### src/rtl/req_ack_requester.sv
// req_ack_requester: issues one-cycle req pulses and checks a fixed-latency ack.
//
// Ports:
//   clk        in   single clock, all state updates on posedge
//   rst_n      in   asynchronous active-low reset
//   start      in   request to issue one req pulse (one-deep pending while busy)
//   ack        in   acknowledge from the responder, valid only ACK_LAT cycles after req
//   clr_err    in   synchronous clear of the sticky err flag
//   req        out  one-cycle request pulse (high only in REQ)
//   busy       out  FSM not in IDLE
//   done       out  one-cycle pulse closing each transaction
//   ack_ok     out  valid with done; ack arrived exactly on time
//   err        out  sticky protocol-error flag
//   req_count  out  req pulses issued, modulo 2^CNT_W
//   ack_count  out  on-time acks, modulo 2^CNT_W
module req_ack_requester #(
    parameter int ACK_LAT = 4,
    parameter int REQ_GAP = 8,
    parameter int CNT_W   = 8
) (
    input  logic             clk,
    input  logic             rst_n,
    input  logic             start,
    input  logic             ack,
    input  logic             clr_err,
    output logic             req,
    output logic             busy,
    output logic             done,
    output logic             ack_ok,
    output logic             err,
    output logic [CNT_W-1:0] req_count,
    output logic [CNT_W-1:0] ack_count
);
    localparam int TW = $clog2(REQ_GAP + 1);
    localparam logic [TW-1:0] ACK_T   = TW'(ACK_LAT);
    localparam logic [TW-1:0] GAP_END = TW'(REQ_GAP - 1);

    typedef enum logic [1:0] {IDLE, REQ, WAIT, GAP} state_t;

    state_t           state_q, state_d;
    logic [TW-1:0]    tmr_q, tmr_d;
    logic             pending_q, pending_d;
    logic             done_q, done_d;
    logic             ack_ok_q, ack_ok_d;
    logic             err_q, err_d;
    logic [CNT_W-1:0] req_cnt_q, req_cnt_d;
    logic [CNT_W-1:0] ack_cnt_q, ack_cnt_d;
    logic             ack_slot;
    logic             go;

    // tmr counts cycles since the req cycle (0 in REQ), so the single valid
    // ack sample is WAIT with tmr==ACK_LAT and GAP ends at tmr==REQ_GAP-1.
    assign ack_slot = (state_q == WAIT) && (tmr_q == ACK_T);
    assign go       = start | pending_q;

    always_ff @(posedge clk or negedge rst_n) begin
        if (!rst_n) begin
            state_q   <= IDLE;
            tmr_q     <= '0;
            pending_q <= 1'b0;
            done_q    <= 1'b0;
            ack_ok_q  <= 1'b0;
            err_q     <= 1'b0;
            req_cnt_q <= '0;
            ack_cnt_q <= '0;
        end else begin
            state_q   <= state_d;
            tmr_q     <= tmr_d;
            pending_q <= pending_d;
            done_q    <= done_d;
            ack_ok_q  <= ack_ok_d;
            err_q     <= err_d;
            req_cnt_q <= req_cnt_d;
            ack_cnt_q <= ack_cnt_d;
        end
    end

    always_comb begin
        state_d = state_q;
        case (state_q)
            IDLE: state_d = go ? REQ : IDLE;
            REQ:  state_d = WAIT;
            WAIT: state_d = ack_slot ? GAP : WAIT;
            GAP:  state_d = (tmr_q == GAP_END) ? (go ? REQ : IDLE) : GAP;
        endcase
    end

    always_comb begin
        tmr_d     = (state_d == REQ || state_d == IDLE) ? '0 : tmr_q + 1'b1;
        // A start while busy is remembered once; entering REQ consumes it.
        pending_d = (state_d == REQ) ? 1'b0 : pending_q | (start & busy);
        done_d    = ack_slot;
        ack_ok_d  = ack_slot & ack;
        req_cnt_d = req_cnt_q + CNT_W'(state_d == REQ);
        ack_cnt_d = ack_cnt_q + CNT_W'(ack_slot & ack);
        // Error when ack disagrees with the slot: ack off-slot, or no ack on-slot.
        // A new error wins over a simultaneous clear.
        err_d     = (ack ^ ack_slot) | (err_q & ~clr_err);
    end

    always_comb begin
        req       = (state_q == REQ);
        busy      = (state_q != IDLE);
        done      = done_q;
        ack_ok    = ack_ok_q;
        err       = err_q;
        req_count = req_cnt_q;
        ack_count = ack_cnt_q;
    end
endmodule

### config.mk
export PLATFORM = sky130hd
export DESIGN_NAME = req_ack_requester
export DESIGN_NICKNAME = d
export VERILOG_FILES = /design/src/rtl/req_ack_requester.sv
export SDC_FILE = /design/constraint.sdc
export NUM_CORES = 1
export LEC_CHECK = 0
export BUFFER_PORTS_ARGS = -buffer_cell sky130_fd_sc_hd__buf_4
export CAP_MARGIN = 20
export CORE_MARGIN = 4
export CORE_UTILIZATION = 55
export DETAILED_ROUTE_END_ITERATION = 8
export GPL_TIMING_DRIVEN = 0
export PLACE_DENSITY = 0.92
export SLEW_MARGIN = 10
export SYNTH_ARGS = -nofsm -noshare
export SYNTH_HDL_FRONTEND = slang
export SYNTH_SLANG_ARGS = --single-unit
### constraint.sdc
create_clock -name clk -period 4.7 [get_ports clk]
set_input_delay 1.175 -clock clk [delete_from_list [all_inputs] [get_ports clk]]
set_output_delay 1.175 -clock clk [all_outputs]
set_load 0.03 [all_outputs]
Word-level counts from Yosys, hierarchy flattened
Index checks and enable logic that the tools add are counted.

storage, ports and cells
  register bits after elaboration = 26
  output and inout port bits = 21
  logic and storage cells = 37

cells by class
  add/sub/neg operators = 3
  equal/unequal tests = 6
  multiplexer cells = 6
  bitwise operators = 9
  reductions and logical operators = 5

operators with widths
  cell                   count
  $add A8 B1 Y8          2
  $eq A4 B3 Y1 const B   2
  $pmux W2 S4            1
  $add A4 B1 Y4 const B  1
  $and A1 B1 Y1          4
  $eq A2 B1 Y1 const B   2
  $eq A2 B2 Y1 const B   2
  $logic_not A2 Y1       2
  $mux W4                1
  $mux W1                3
  $or A1 B1 Y1           3
  $mux W2                1
  $reduce_bool A2 Y1     1
  $logic_and A1 B1 Y1    1
  $logic_or A1 B1 Y1     1
  $not A1 Y1             1
  $xor A1 B1 Y1          1

Logic depth before layout (Yosys ltp)
Gate-level depths: netlist (run 1).

  word-level depth = 7
  gate-level depth with buffers = 9
  depth with buffers taken out = 9

Least setup slack after synthesis (run 1)
No wires, ideal clock.

  path type = in2reg
  from = input start
  to = register req_cnt_q[2], in the netlist req_count[2]
  setup time = 0.142 ns
  arrival time = 1.930 ns
  required time = 4.558 ns
  setup slack = 2.628 ns
  stages on the path = 5
  path buffers = 0
  cell sequence = nor2_1 > nor2_1 > ha_1 > ha_1 > xor2_1

on the way
  word-level cells in the longest chain between the ends = 6

ends and longest elaborated chain
  what                  line    text
  start, declared       23      input logic start,
  $or A1 B1 Y1 *        54      assign go = start | pending_q;
  $mux W1 *             81, 84
  $mux W2               84      GAP: state_d = (tmr_q == GAP_END) ? (go ? REQ : IDLE) : GAP;
  $pmux W2 S4 *         80      case (state_q)
  $eq A2 B1 Y1 *        94      req_cnt_d = req_cnt_q + CNT_W'(state_d == REQ);
  $add A8 B1 Y8 *       94
  net req_cnt_d[2]      46      logic [CNT_W-1:0] req_cnt_q, req_cnt_d;
  end signal, assigned  73      req_cnt_q <= req_cnt_d;
  end, declared         46

The timed path passes the listed nets; every way through them passes the cells marked *.

Final worst setup path (run 1)
  from = register state_q[1]
  to = output busy

on the way
  word-level cells in the longest chain between the ends = 1

ends and longest elaborated chain
  what                    line  text
  start, declared         40    state_t state_q, state_d;
  start signal, assigned  67    state_q <= state_d;
  $reduce_bool A2 Y1      103   busy = (state_q != IDLE);
  end, declared           27    output logic busy,

Every way passes these cells.

==> impl_results.md, run 1 <==
* Status: finished clean
* Ys Warns at 0
* CP Class: reg -> out
* First-pass GRT wire length at between 3000 and 4000 um
* Clock Latency Late Sink at 0.32 ns
* Bufs on Longest Clock Path at 2
* Remaining Overflow, GRT at 0
* Synthesized flop and latch total at 26
* Synth top area cells: dfrtp_1, ha_1, xnor2_1, nand3_1, xor2_1
* Clk slew on worst S/H paths at 0.14 ns
* Post-layout min period at about 2.4 ns
* Vias after detailed routing at 697
* Setup TNS at 0 ns
* Rel. slew slack at 0.794
* Cells after Synth at 85
* Startpoint types: register
* Pint at between 0.4 and 0.5 mW
* Critical path required time at roughly 3.5 ns
* Flip-flop and latch area at 651 um^2
* Hold path cells at 1
* Avg Synthesized Cell Area at 12.8 um^2
* Hold-fix buffers, CTS at 0
* DRC viols at 0
* Die Ht at 52.4 um
* Max Cap Viol at 0
* Pwr Density at approximately 530 nW/um^2
* Ratio of cells with drive above 1 in the final layout at 0.307
* FP Rows at 15
* Clock Skews at 0.00757 ns
* Sequential fraction of the synthesis area at 0.600
* Synth top area share at 0.600
* Area Growth Syn to Fin at 25.0%
* Maximum vdd drop at 0.000315 V
* HPWL Detailed at 1450 um
* Gate power share at 0.331
* Multi-input logic area at about 410 um^2
* Final ANT Viol Nets at 0
* Hold WS at between 0.4 and 0.5 ns
* Clock Sink Count at 26
* Core area at approximately 1800 um^2
* Worst-path fanout max at 4
* Post-CTS setup buffer count at 0
* Initial antenna violation count at 0
* Yosys top cell by area: dfrtp_1
* Tcrit/Tclk final at 0.521
* Total wire length at roughly 1900 um
* Synth unique cells at 22
* PortBufs at 25
* Fillers at ~120
* GRT Util Overall at 0.164
* Synth Cell Area at ~1100 um^2
* Count of final hold-check violations at 0
* Drt wl/cell at about 13 um
* H-Tree Depth at 1
* CTS resizes at 0
* Syn_nets at a little under 100
* Initial Util at 0.602
* Worst endpoint data arrival time at between 1 and 1.5 ns
* Sw Share at 0.349
* Switch Pwr at 0.253 mW
* Root Driver: clkbuf_4
* I/O Pins at 26
* Largest net degree at the start of global routing at 27
* CTS buffer count at 3
* Slew Limit Fails at 0
* Initial DRC Count at 0
* Fin nets at between 100 and 150
* Leak Pwr at 0.697 nW
* RSZ-0062 raised after global routing: false
* CTS tree: done
* Fmax at about 410 MHz
* GP Congestion at between 0.6 and 0.7
* DR pass1 iterations at 1
* Hold Crit Class: reg -> reg
* Final setup fails at 0
* N_diodes at 0
* Seq pwr share at 0.463
* Clock Power Share at 0.205
* Number of global-route vias before repair at about 720
* DIE WIDTH at around 52 um
* Die area at 2750 um^2
* DR vias/cell at between 5 and 6
* CP Capture Type: output pin
* Register-to-Register Path Depth at 9
* Worst Max-Slew Pin Slew at ~0.31 ns
-- cells in the mapped netlist --
cell and n:
nand2_1 2, inv_4 1, or2_2 1, o21ai_0 1
a21o_1 1, xor2_1 5, nor2b_1 1, nor3_1 1
nor2_1 7, xnor2_1 9, ha_1 7, and3_1 3
nand3_1 9, inv_1 3, dfrtp_1 26, nand3b_1 2
and2_4 1, clkinv_1 1, o21ai_4 1, nor3_2 1
nand4b_2 1, o311a_1 1
-- cells by family (layout without fill, tap and decap cells) --
family | Yosys count | count (layout) | synth area share
AO/OA/AOI/OAI | 4 | 4 | 0.0358
XOR/XNOR | 14 | 14 | 0.113
adder cells (fa/ha/maj) | 7 | 7 | 0.0807
buffers and inverters | 5 | 34 | 0.0196
flip-flops | 26 | 26 | 0.600
AND/OR/NAND/NOR | 29 | 29 | 0.151
-- final cells by class --
class | instances | area share
flip-flops and latches | 26 | 0.480
clock inverters | 1 | 0.0221
repair buffers | 25 | 0.138
well taps | 25 | 0.0231
clock buffers | 3 | 0.0166
multi-input cells | 54 | 0.304
inverters | 5 | 0.0157
-- stage by stage --
step	area, um^2	utilization	setup slack [ns]	power [mW]	instances
2_1_floorplan	1080	-	2.63	0.494	85
3_3_place_gp	1300	0.724	2.43	0.569	135
3_5_place_dp	1300	0.724	2.40	0.585	135
4_1_cts	1360	0.753	2.24	0.736	139
5_1_grt	1360	0.753	2.19	0.776	139
6_report	1360	0.753	2.25	0.725	139
-- power groups by stage --
stage               Combinational [mW]  Clock, mW  Sequential, mW
finish                           0.240      0.149           0.336
global route                     0.265      0.165           0.346
CTS                              0.246      0.154           0.337
detailed placement               0.244          0           0.341
global placement                 0.234          0           0.335
floorplan                        0.110          0           0.384
-- worst paths after layout --
path | from | endpoint | slack [ns]
worst max-delay path | state_q[1]$_DFF_PN0_ | busy | 2.25
worst min-delay path | ack_count[7]$_DFF_PN0_ | ack_count[7]$_DFF_PN0_ | 0.48
worst max register to register | tmr_q[0]$_DFF_PN0_ | ack_count[7]$_DFF_PN0_ | 2.65
worst min register to register | ack_count[7]$_DFF_PN0_ | ack_count[7]$_DFF_PN0_ | 0.48
max in group asynchronous | rst_n | tmr_q[0]$_DFF_PN0_ | 3.73
min in group asynchronous | rst_n | ack_count[3]$_DFF_PN0_ | 0.73
-- layout by cell type (no fill, tap or decap), drive strengths merged --
| cell | count |
|---|---|
| dfrtp | 26 |
| buf | 25 |
| nand3 | 9 |
| xnor2 | 9 |
| nor2 | 7 |
| ha | 7 |
| xor2 | 5 |
| inv | 4 |
| and3 | 3 |
| clkbuf | 3 |
| nand3b | 2 |
| nand2 | 2 |
| o21ai | 2 |
| nor3 | 2 |
| clkinv | 1 |
| nand4b | 1 |
| or2 | 1 |
| o311a | 1 |
| nor2b | 1 |
| and2 | 1 |
| a21o | 1 |
| bufinv | 1 |
-- worst max-delay path: stages (launching register included) --
cell	delay (ns)
dfrtp_1	0.44
or2_2	0.34
buf_4	0.18
-- flip-flops by register name (all words and copies together) (netlist names) --
register / flops
err: 1
req_count: 8
tmr_q: 4
pending_q: 1
state_q: 2
done: 1
ack_count: 8
ack_ok: 1
-- layer usage --
metal,global-route usage,routed length [um],vias to the layer above
met2,0.277,919,22
li1,-,-,340
met1,0.188,783,329
met4,0.0979,46,0
met3,0.0342,115,6
met5,0,0,-
No activity file was read; power rests on OpenSTA's default activity.
==> run 2, diff against run 1 <==
--- a/config.mk
+++ b/config.mk
@@ -5,13 +5,14 @@
 export SDC_FILE = /design/constraint.sdc
 export NUM_CORES = 1
 export LEC_CHECK = 0
+export ABC_AREA = 1
 export BUFFER_PORTS_ARGS = -buffer_cell sky130_fd_sc_hd__buf_4
 export CAP_MARGIN = 20
 export CORE_MARGIN = 4
-export CORE_UTILIZATION = 55
+export CORE_UTILIZATION = 51
 export DETAILED_ROUTE_END_ITERATION = 8
 export GPL_TIMING_DRIVEN = 0
-export PLACE_DENSITY = 0.92
+export PLACE_DENSITY = 0.86
 export SLEW_MARGIN = 10
 export SYNTH_ARGS = -nofsm -noshare
 export SYNTH_HDL_FRONTEND = slang
==> constraint.sdc (replaced) <==
create_clock -name clk -period 2.48 [get_ports clk]
set_input_delay 0.62 -clock clk [delete_from_list [all_inputs] [get_ports clk]]
set_output_delay 0.62 -clock clk [all_outputs]
set_load 0.03 [all_outputs]
==> impl_results.md, run 2 <==
* Most used cell, CP: ha_1
* RSZ-0062 raised after global routing: false
* CTS buffer count at 3 (unchanged)
* Vias after detailed routing at 748 (+7.3%)
* Number of global-route vias before repair at 707 (-2.1%)
* Worst reg2reg startpoint: tmr_q[0]$_DFF_PN0_
* Initial DRC Count at 17 (+17)
* Fmax at approximately 470 MHz
* Synthesized flop and latch total at 26 (unchanged)
* Most numerous cell in the Yosys netlist: dfrtp_1
* CP Capture Type: register
* Met3 usage at 0.0402 (+0.00603)
* GRT Util Overall at 0.164 (-0.000203)
* Root Driver: clkbuf_4
* Fin nets at 139 (+9.4%)
* Die Ht at 55.0 um (+5.0%)
* Gr busiest metal: met2
* Count of final hold-check violations at 0 (unchanged)
* Final setup fails at 0 (unchanged)
* Async SR Flop Fraction at 1.00 (unchanged)
* Met2 GRT Util at 0.280 (+0.00267)
* Most frequent cells in the layout: dfrtp_1, buf_4, inv_1
* Avg Synthesized Cell Area at 11.6 um^2 (-8.9%)
* Post-CTS setup buffer count at 0 (unchanged)
* First-pass GRT wire length at 3280 um (+1.9%)
* Maximum vdd drop at 0.000505 V (+60%)
* GP Congestion at 0.750 (+8.6%)
* Leak Pwr at 0.788 nW (+13%)
* Hold-fix buffers, CTS at 0 (unchanged)
* Flip-flop and latch area at 651 um^2 (unchanged)
* CP Cell Sequence: ha_1, nand3_2, o21ai_4, inv_2, a21oi_2, ha_1, ha_1, nand2_1, nor2_1, nand3_1, xnor2_1
* Clock Latency Late Sink at 0.32 ns (about the same)
* Critical path required time at 2.71 ns (-0.81 ns)
* Pwr Density at 941 nW/um^2 (+76%)
* Clock Skews at 0.00680 ns (-0.000773 ns)
* DIE WIDTH at 55.0 um (+5.0%)
* Top post-synthesis cells by count: dfrtp_1, inv_1, nor2_1
* Ratio of cells with drive above 1 in the final layout at 0.310 (+0.00251)
* N_diodes at 0 (unchanged)
* Yosys top cell by area: dfrtp_1
* Max Cap Viol at 0 (unchanged)
* Multi-input logic area at 422 um^2 (+2.1%)
* CTS tree: done
* PortBufs at 25 (unchanged)
* DR pass1 iterations at 6 (+5)
* Tcrit/Tclk final at 0.866
* CP max stage delay at 0.41 ns (-0.03 ns)
* Die area at 3030 um^2 (+10%)
* Rel. slew slack at 0.791 (-0.00289)
* Synth unique cells at 18 (-18%)
* Cells after Synth at 97 (+14%)
* Worst endpoint data arrival time at 2.38 ns (+1.11 ns)
* Core Util, Final at 0.693 (-0.0597)
* Initial Util at 0.558 (-0.0445)
* Fillers at 144 (+17%)
* H-Tree Depth at 1 (unchanged)
* Remaining Overflow, GRT at 0 (unchanged)
* Hold Crit Class: in -> async
* Synth Cell Area at 1130 um^2 (+3.9%)
* FP Rows at 16 (+1)
* Area Growth Syn to Fin at 24.3%
* HPWL Detailed at 1600 um (+10%)
* Bufs on Longest Clock Path at 2 (unchanged)
* Worst-path fanout max at 6 (+2)
* Status: finished clean
* Final ANT Viol Nets at 0 (unchanged)
* Synth top area share at 0.577 (-0.0226)
* Largest net degree at the start of global routing at 27 (unchanged)
* Synth Flop Type: dfrtp_1
* Ys Warns at 0 (unchanged)
* I/O Pins at 26 (unchanged)
* Initial antenna violation count at 0 (unchanged)
* Startpoint types: register
* DRC viols at 0 (unchanged)
* Post-synth EDFFs at 0 (unchanged)
* Clock Sink Count at 26 (unchanged)
* CP Class: reg -> reg
* DR vias/cell at 4.89 (-2.5%)
* CTS resizes at 0 (unchanged)
* Clk slew on worst S/H paths at 0.14 ns (about the same)
* Global routing usage on met1 at 0.183 (-0.00501)
* Synth top area cells: dfrtp_1, ha_1, xor2_1, xnor2_1, inv_1
* Post-layout min period at 2.15 ns
* Slowest CP cell: dfrtp_1
* Syn_nets at 109 (+12%)
* Worst Max-Slew Pin Slew at 0.313 ns (+0.00433 ns)
* Register-to-Register Path Depth at 11 (+2)
* Critical Path Start: tmr_q[0]$_DFF_PN0_
* Most common cell after layout, fill and taps aside: dfrtp_1
* Slew Limit Fails at 0 (unchanged)
* Core area at 2020 um^2 (+12%)
* Sequential fraction of the synthesis area at 0.577 (-0.0226)
* Drt wl/cell at 14.0 um (+4.6%)
* Setup TNS at 0 ns (unchanged)
* Total wire length at 2150 um (+15%)
## run 2: kinds of logic after synthesis
logic type	share of synthesized area
xor+xnor	0.109
buf+inv	0.0488
fa+ha+maj	0.0777
flops	0.577
compound gates	0.0588
simple gates	0.129
## run 2: final timing paths
kind / end / slack (ns)
min in group clk: err$_DFF_PN0_ / 0.46
min reg2reg: ack_count[7]$_DFF_PN0_ / 0.48
max reg2reg: req_count[6]$_DFF_PN0_ / 0.33
max: req_count[6]$_DFF_PN0_ / 0.33
min: ack_count[5]$_DFF_PN0_ / 0.17
max in group asynchronous: err$_DFF_PN0_ / 2.07
## run 2: final cells by class
class / count / area share
Clock inverter: 1 / 0.0214
Multi-Input combinational cell: 57 / 0.301
Timing Repair Buffer: 25 / 0.134
Sequential cell: 26 / 0.464
Tap cell: 27 / 0.0241
Clock buffer: 3 / 0.0161
Inverter: 14 / 0.0393
## run 2: layer usage
layer  wire, um  up-vias  part of all wire
li1           -      361                 -
met2       1110       27              0.52
met4         29        0             0.014
met5          0        -                 0
met1        868      354              0.40
met3        140        6             0.065
## run 2: worst max-delay path, delay by kind of cell, from the launching register on
family,cells,cell delay [ns]
AND/OR/NAND/NOR,4,0.48
adder cells (fa/ha/maj),3,0.62
flip-flops,1,0.41
AO/OA/AOI/OAI,2,0.34
buffers and inverters,1,0.07
XOR/XNOR,1,0.14
## run 2: where the power goes
| group | internal (mW) | switching [mW] |
|---|---|---|
| clock network | 0.164 | 0.126 |
| registers | 0.510 | 0.0802 |
| logic | 0.169 | 0.270 |
| total | 0.843 | 0.476 |
## run 2: stage by stage
step / hold slack (ns) / setup slack (ns) / total power [mW] / cell area, um^2 / cells
global placement: 0.462 / 0.464 / 1.00 / 1350 / 149
global route: 0.163 / 0.157 / 1.40 / 1400 / 153
detailed placement: 0.464 / 0.325 / 1.04 / 1350 / 149
finish: 0.166 / 0.332 / 1.32 / 1400 / 153
CTS: 0.167 / 0.304 / 1.34 / 1400 / 153
floorplan: 0.324 / 0.582 / 0.884 / 1130 / 97
